==> src/rtl/decode_pipe.sv <==
// rtl/decode_pipe.sv - MIPS-style decode stage with register file, scoreboard and one-entry output register
//
// Ports:
//   clk, reset            single clock, synchronous active-high reset
//   in_valid/in_ready     instruction handshake; in_ready is combinational
//   instr                 32-bit instruction word
//   out_valid/out_ready   decoded bundle handshake
//   out_op                opcode field
//   out_rs_val/out_rt_val source operand values (0 when the source is unused)
//   out_rd                destination register (0 = no write)
//   out_imm               sign-extended immediate
//   out_jaddr             jump target field
//   wb_valid/addr/data    write-back port; clears the pending bit of wb_addr
//   flush                 squash the bundle held in the output register
module decode_pipe #(
    parameter int DATA_W = 32,
    parameter int NREGS  = 32,
    localparam int AW    = $clog2(NREGS)
) (
    input  logic              clk,
    input  logic              reset,
    input  logic              in_valid,
    output logic              in_ready,
    input  logic [31:0]       instr,
    output logic              out_valid,
    input  logic              out_ready,
    output logic [5:0]        out_op,
    output logic [DATA_W-1:0] out_rs_val,
    output logic [DATA_W-1:0] out_rt_val,
    output logic [AW-1:0]     out_rd,
    output logic [DATA_W-1:0] out_imm,
    output logic [25:0]       out_jaddr,
    input  logic              wb_valid,
    input  logic [AW-1:0]     wb_addr,
    input  logic [DATA_W-1:0] wb_data,
    input  logic              flush
);

    localparam logic [5:0] OP_RTYPE = 6'h00;
    localparam logic [5:0] OP_ADDI  = 6'h08;
    localparam logic [5:0] OP_BEQ   = 6'h04;
    localparam logic [5:0] OP_LW    = 6'h23;
    localparam logic [5:0] OP_SW    = 6'h2B;

    logic [DATA_W-1:0] regs [NREGS];
    logic [NREGS-1:0]  pending;
    logic [NREGS-1:0]  pending_nxt;

    logic [5:0]        op;
    logic [AW-1:0]     rs_a;
    logic [AW-1:0]     rt_a;
    logic [AW-1:0]     rd_a;
    logic [AW-1:0]     dst;
    logic              use_rs;
    logic              use_rt;
    logic              has_dst;

    logic              wb_hit_rs;
    logic              wb_hit_rt;
    logic              wb_hit_dst;
    logic [DATA_W-1:0] rs_val;
    logic [DATA_W-1:0] rt_val;
    logic [DATA_W-1:0] imm;
    logic              hazard;
    logic              accept;

    assign op   = instr[31:26];
    assign rs_a = instr[21 +: AW];
    assign rt_a = instr[16 +: AW];
    assign rd_a = instr[11 +: AW];
    assign imm  = {{(DATA_W-16){instr[15]}}, instr[15:0]};

    always_comb begin
        use_rs  = 1'b0;
        use_rt  = 1'b0;
        has_dst = 1'b0;
        dst     = '0;
        case (op)
            OP_RTYPE: begin
                use_rs  = 1'b1;
                use_rt  = 1'b1;
                has_dst = 1'b1;
                dst     = rd_a;
            end
            OP_ADDI, OP_LW: begin
                use_rs  = 1'b1;
                has_dst = 1'b1;
                dst     = rt_a;
            end
            OP_BEQ, OP_SW: begin
                use_rs = 1'b1;
                use_rt = 1'b1;
            end
            default: begin
                use_rs  = 1'b0;
                use_rt  = 1'b0;
                has_dst = 1'b0;
                dst     = '0;
            end
        endcase
    end

    // A write-back landing this cycle both supplies the operand (bypass)
    // and retires the pending bit, so it never causes a stall.
    assign wb_hit_rs  = wb_valid && (wb_addr == rs_a);
    assign wb_hit_rt  = wb_valid && (wb_addr == rt_a);
    assign wb_hit_dst = wb_valid && (wb_addr == dst);

    always_comb begin
        rs_val = '0;
        rt_val = '0;
        if (use_rs && (rs_a != '0)) begin
            rs_val = wb_hit_rs ? wb_data : regs[rs_a];
        end
        if (use_rt && (rt_a != '0)) begin
            rt_val = wb_hit_rt ? wb_data : regs[rt_a];
        end
    end

    // pending[0] is held at 0, so r0 can never stall.
    assign hazard = (use_rs  && pending[rs_a] && !wb_hit_rs)
                 || (use_rt  && pending[rt_a] && !wb_hit_rt)
                 || (has_dst && pending[dst]  && !wb_hit_dst);

    assign in_ready = !flush && !hazard && (!out_valid || out_ready);
    assign accept   = in_valid && in_ready;

    // Ordering gives the accept set priority over any clear on the same bit.
    always_comb begin
        pending_nxt = pending;
        if (wb_valid) begin
            pending_nxt[wb_addr] = 1'b0;
        end
        if (flush && out_valid) begin
            pending_nxt[out_rd] = 1'b0;
        end
        if (accept && has_dst) begin
            pending_nxt[dst] = 1'b1;
        end
        pending_nxt[0] = 1'b0;
    end

    always_ff @(posedge clk) begin
        if (reset) begin
            for (int i = 0; i < NREGS; i++) begin
                regs[i] <= '0;
            end
        end else if (wb_valid && (wb_addr != '0)) begin
            regs[wb_addr] <= wb_data;
        end
    end

    always_ff @(posedge clk) begin
        if (reset) begin
            pending    <= '0;
            out_valid  <= 1'b0;
            out_op     <= '0;
            out_rs_val <= '0;
            out_rt_val <= '0;
            out_rd     <= '0;
            out_imm    <= '0;
            out_jaddr  <= '0;
        end else begin
            pending <= pending_nxt;
            if (accept) begin
                out_valid  <= 1'b1;
                out_op     <= op;
                out_rs_val <= rs_val;
                out_rt_val <= rt_val;
                out_rd     <= dst;
                out_imm    <= imm;
                out_jaddr  <= instr[25:0];
            end else if (flush || out_ready) begin
                out_valid <= 1'b0;
            end
        end
    end

endmodule
==> config.mk <==
export PLATFORM = sky130hd
export DESIGN_NAME = decode_pipe
export DESIGN_NICKNAME = d
export VERILOG_FILES = /design/src/rtl/decode_pipe.sv
export SDC_FILE = /design/constraint.sdc
export NUM_CORES = 2
export LEC_CHECK = 0
export BUFFER_PORTS_ARGS = -buffer_cell sky130_fd_sc_hd__buf_2
export CORE_MARGIN = 3
export CORE_UTILIZATION = 36
export CTS_CLUSTER_DIAMETER = 120
export DETAILED_ROUTE_END_ITERATION = 7
export GPL_ROUTABILITY_DRIVEN = 0
export SETUP_SLACK_MARGIN = 0.2
export SYNTH_ARGS = -nofsm -noshare
export SYNTH_HDL_FRONTEND = slang
export SYNTH_SLANG_ARGS = --single-unit
==> constraint.sdc <==
create_clock -name clk -period 8.26 [get_ports clk]
set_input_delay 0.826 -clock clk [delete_from_list [all_inputs] [get_ports clk]]
set_output_delay 0.826 -clock clk [all_outputs]
set_load 0.03 [all_outputs]
==> qor.tcl <==
set qor(outcome) {finished clean}
set qor(final.setup.tns_ns) 0
set qor(cts.root.buffer_cell) {sky130_fd_sc_hd__clkbuf_16}
set qor(total_power_uw) 14200
set qor(synth.cell_area_sq_um) 62020
set qor(violation_count_after_the_first_detailed_route_iteration) 6387
set qor(routed_wirelength_microns) 217700
set qor(ff_latch_area_sq_um) 33410
set qor(multiInputGateArea_sq_um) 27070
set qor(io-pin-count) 210
set qor(grt_use_total) 0.2426
set qor(synthDistinctLibCells) 68
set qor(nFillCells) 15320
set qor(critPathLaunch) {instr[23]}
set qor(cts-root-to-sink-buffers) 3
set qor(worstMarginPinSlew_ns) 1.286
set qor(syn-instance-count) 4071
set qor(grt_remaining_overflow) 0
set qor(ys_seq_area_frac) 0.5388
set qor(cts_setup_buffers) 0
set qor(drive_gt1_frac) 0.2964
set qor(critical_path_class) {in2out}
set qor(critical_path.reg2reg.endpoint) {out_imm[1]}
set qor(regToRegStartpoint) {pending[27]}
set qor(period_minus_slack_ns) 4.690
set qor(synthFlopType) {sky130_fd_sc_hd__edfxtp_1}
set qor(ir_drop_v) 0.0002149
set qor(die_wd_microns) 421.1
set qor(buffer_ports.inserted) 209
set qor(yosys-mux-area-fraction) 0.2675
set qor(leakagePower_uw) 0.02400
set qor(yosys.area_share.adder) 0
set qor(timing.hold.worst_path_depth) 3
set qor(synth_top_family_by_area) {multiplexers}
set qor(final-hold-violation-count) 0
set qor(yosys_warnings) 0
set qor(yosys_register_bits) 1157
set qor(detail-route-antenna-nets) 0
set qor(cts-htree-levels) 4
set qor(fin_nets) 4164
set qor(via_per_inst) 6.057
set qor(critPathLaunchType) {input pin}
set qor(crit_path_max_fanout) 29
set qor(whs_endpoint) {out_imm[8]}
set qor(floorplan.die_area_sq_um) 177300
set qor(tritoncts) {built}
set qor(placed_cells_incl_taps) 6251
set qor(coreArea_sq_um) 170200
set qor(number_of_antenna_violations_at_the_first_check_in_global_routing) 26
set qor(first_global_vias) 38730
set qor(post_synth_xor_area_fraction) 0.001695
set qor(synth-async-reset-ratio) 0
set qor(worstHoldStart) {instr[8]}
set qor(clk_latency_ns) 0.78
set qor(min_period_over_period) 0.5678
set qor(pwr-share-seq) 0.480
set qor(finalClockSkew_ns) 0.03920
set qor(via_count) 39330
set qor(number_of_max_cap_violations) 0
set qor(synth_simple_gate_area_share) 0.1379
set qor(dpl.hpwl_microns) 117400
set qor(cts.reportedPaths.clkPinSlew_ns) 0.06
set qor(post_cts_resized) 0
set qor(routedWlPerCell_microns) 33.52
set qor(synth_enable_flop_cells) 1024
set qor(numClockSinks) 1157
set qor(netSwitchingPower_uw) 3560
set qor(synth_compound_area_frac) 0.02223
set qor(synth_area_per_cell_sq_um) 15.23
set qor(r2r.worst_path.cells) 8
set qor(initial_utilization) 0.3643
set qor(crit_path_end_kind) {output port}
set qor(hp-class) {in2reg}
set qor(worst-r2r-setup-slack_ns) 4.75
set qor(fmax_ghz) 0.2132
set qor(cts_hold_buffers) 0
set qor(report.final.slew_viol_count) 0
set qor(global_route_wire_length_before_repair_microns) 305200
set qor(rsz0062_at_grt) {false}
set qor(num_rows) 151
set qor(layout_common_cells) {sky130_fd_sc_hd__edfxtp_1, sky130_fd_sc_hd__and2_1, sky130_fd_sc_hd__mux4_2}
set qor(drtPass1Iterations) 5
set qor(setup_viol) 0
set qor(pwr_density_cell_nw_per_um2) 204.2
set qor(area.growth.synth_to_final_pct) 12.12
set qor(final_common_cell) {sky130_fd_sc_hd__edfxtp_1}
set qor(p_comb_frac) 0.113
set qor(drc) 0
set qor(floorplan.die.height_microns) 421.1
set qor(layoutNonFillerInstCount) 6493
set qor(cts-buffers-inserted) 130
set qor(timing.max_slew.rel_slack) 0.1429
set qor(grt_max_degree) 127
set qor(sw_frac_of_total) 0.2507
set qor(worstPathArrival_ns) 3.86
set qor(cp.required_ns) 7.43
set qor(clkPwrFrac) 0.407
set qor(power.internal_uw) 10640
-- critical path, stage by stage --
cell and delay, ns:
sky130_fd_sc_hd__buf_6 0.42, sky130_fd_sc_hd__buf_4 0.72, sky130_fd_sc_hd__mux4_2 0.59, sky130_fd_sc_hd__mux4_2 0.47
sky130_fd_sc_hd__mux2i_1 0.14, sky130_fd_sc_hd__o22ai_1 0.16, sky130_fd_sc_hd__nor4_1 0.22, sky130_fd_sc_hd__buf_2 0.25
-- stage by stage --
stage / hold slack, ns / setup slack (ns) / utilization / instance area (sq um)
finish: 0.3294 / 3.570 / 0.4085 / 69530
global route: 0.3096 / 3.425 / 0.4083 / 69510
CTS: 0.2722 / 3.566 / 0.4082 / 69490
detailed placement: 0.4639 / 3.068 / 0.3838 / 65330
global placement: 0.4553 / 3.110 / 0.3838 / 65330
floorplan: 0.4521 / 4.036 / - / 62130
-- synthesized netlist by cell type, drive strengths merged (2+ instances only) --
| cell | count | area [sq um] |
|---|---|---|
| nor3 | 9 | 50.05 |
| o22ai | 2 | 18.77 |
| a31oi | 2 | 12.51 |
| and2 | 996 | 6231 |
| edfxtp | 1024 | 30750 |
| or4 | 4 | 30.03 |
| mux4 | 656 | 14770 |
| xnor2 | 4 | 35.03 |
| a211oi | 4 | 30.03 |
| or2 | 30 | 187.7 |
| a22o | 2 | 17.52 |
| or3b | 6 | 52.55 |
| o211a | 2 | 20.02 |
| and3 | 2 | 12.51 |
| mux2i | 176 | 1762 |
| dfxtp | 133 | 2663 |
| mux2 | 5 | 56.30 |
| nor2b | 31 | 193.9 |
| nand2 | 95 | 356.6 |
| o41ai | 3 | 26.28 |
| a22oi | 3 | 22.52 |
| xor2 | 8 | 70.07 |
| clkbuf | 322 | 1209 |
| or3 | 7 | 43.79 |
| nor4b | 2 | 38.78 |
| nand4 | 7 | 43.79 |
| o221ai | 25 | 219.0 |
| inv | 7 | 26.28 |
| o31ai | 16 | 120.1 |
| a32oi | 2 | 17.52 |
| nor2 | 59 | 226.5 |
| nand2b | 136 | 850.8 |
| nand3 | 13 | 65.06 |
| a21boi | 3 | 22.52 |
| o21bai | 5 | 37.54 |
| and4b | 2 | 20.02 |
| o21ai | 23 | 118.9 |
| nor4 | 7 | 58.81 |
| o211ai | 72 | 555.5 |
| buf | 135 | 735.7 |
| o2111ai | 2 | 17.52 |
| nand3b | 10 | 75.07 |
| a21oi | 7 | 35.03 |
-- sequential cells by signal, indices dropped and copies added, names as in the netlist --
name,cells
out_rd,5
out_jaddr,11
out_rt_val,32
out_rs_val,32
out_valid,1
regs,1024
out_imm,15
out_op,6
pending,31
-- cell type report --
class / instances / share of cell area
sequential: 1157 / 0.4805
clock buffer: 163 / 0.05008
clock inverter: 64 / 0.009843
timing repair buffer: 312 / 0.02805
inverter: 7 / 0.0003779
antenna: 14 / 0.0005038
multi-input combinational: 2481 / 0.3893
tap: 2295 / 0.04130
-- worst max path at each step --
| stage | end | cells past startpoint | slack (ns) |
|---|---|---|---|
| global placement | out_imm[4] | 10 | 3.11 |
| global route | in_ready | 8 | 3.42 |
| finish | in_ready | 8 | 3.57 |
| floorplan | in_ready | 10 | 4.04 |
| CTS | in_ready | 8 | 3.57 |
| detailed placement | out_imm[1] | 10 | 3.07 |
-- routing by layer --
layer  GRT usage  routed length, microns
met4     0.08832                    7992
met2      0.3726                   99210
met1      0.3417                   86010
met5           0                       0
met3     0.04995                   24470
-- kinds of logic (layout without fill, tap and decap cells) --
family | after synthesis | after routing
compound gates | 182 | 182
xor+xnor | 12 | 12
buf+inv | 464 | 546
flops | 1157 | 1157
mux | 837 | 837
other cells | 1 | 46
simple gates | 1418 | 1418
-- power groups by stage --
stage	clock network (uW)	registers, uW	logic, uW
after floorplan	0	6890	1080
after global placement	0	6910	1600
after detailed placement	0	6930	1600
after CTS	5850	6810	1610
after global routing	6080	6840	1680
final	5780	6810	1610
(Power assumes the default switching activity.)
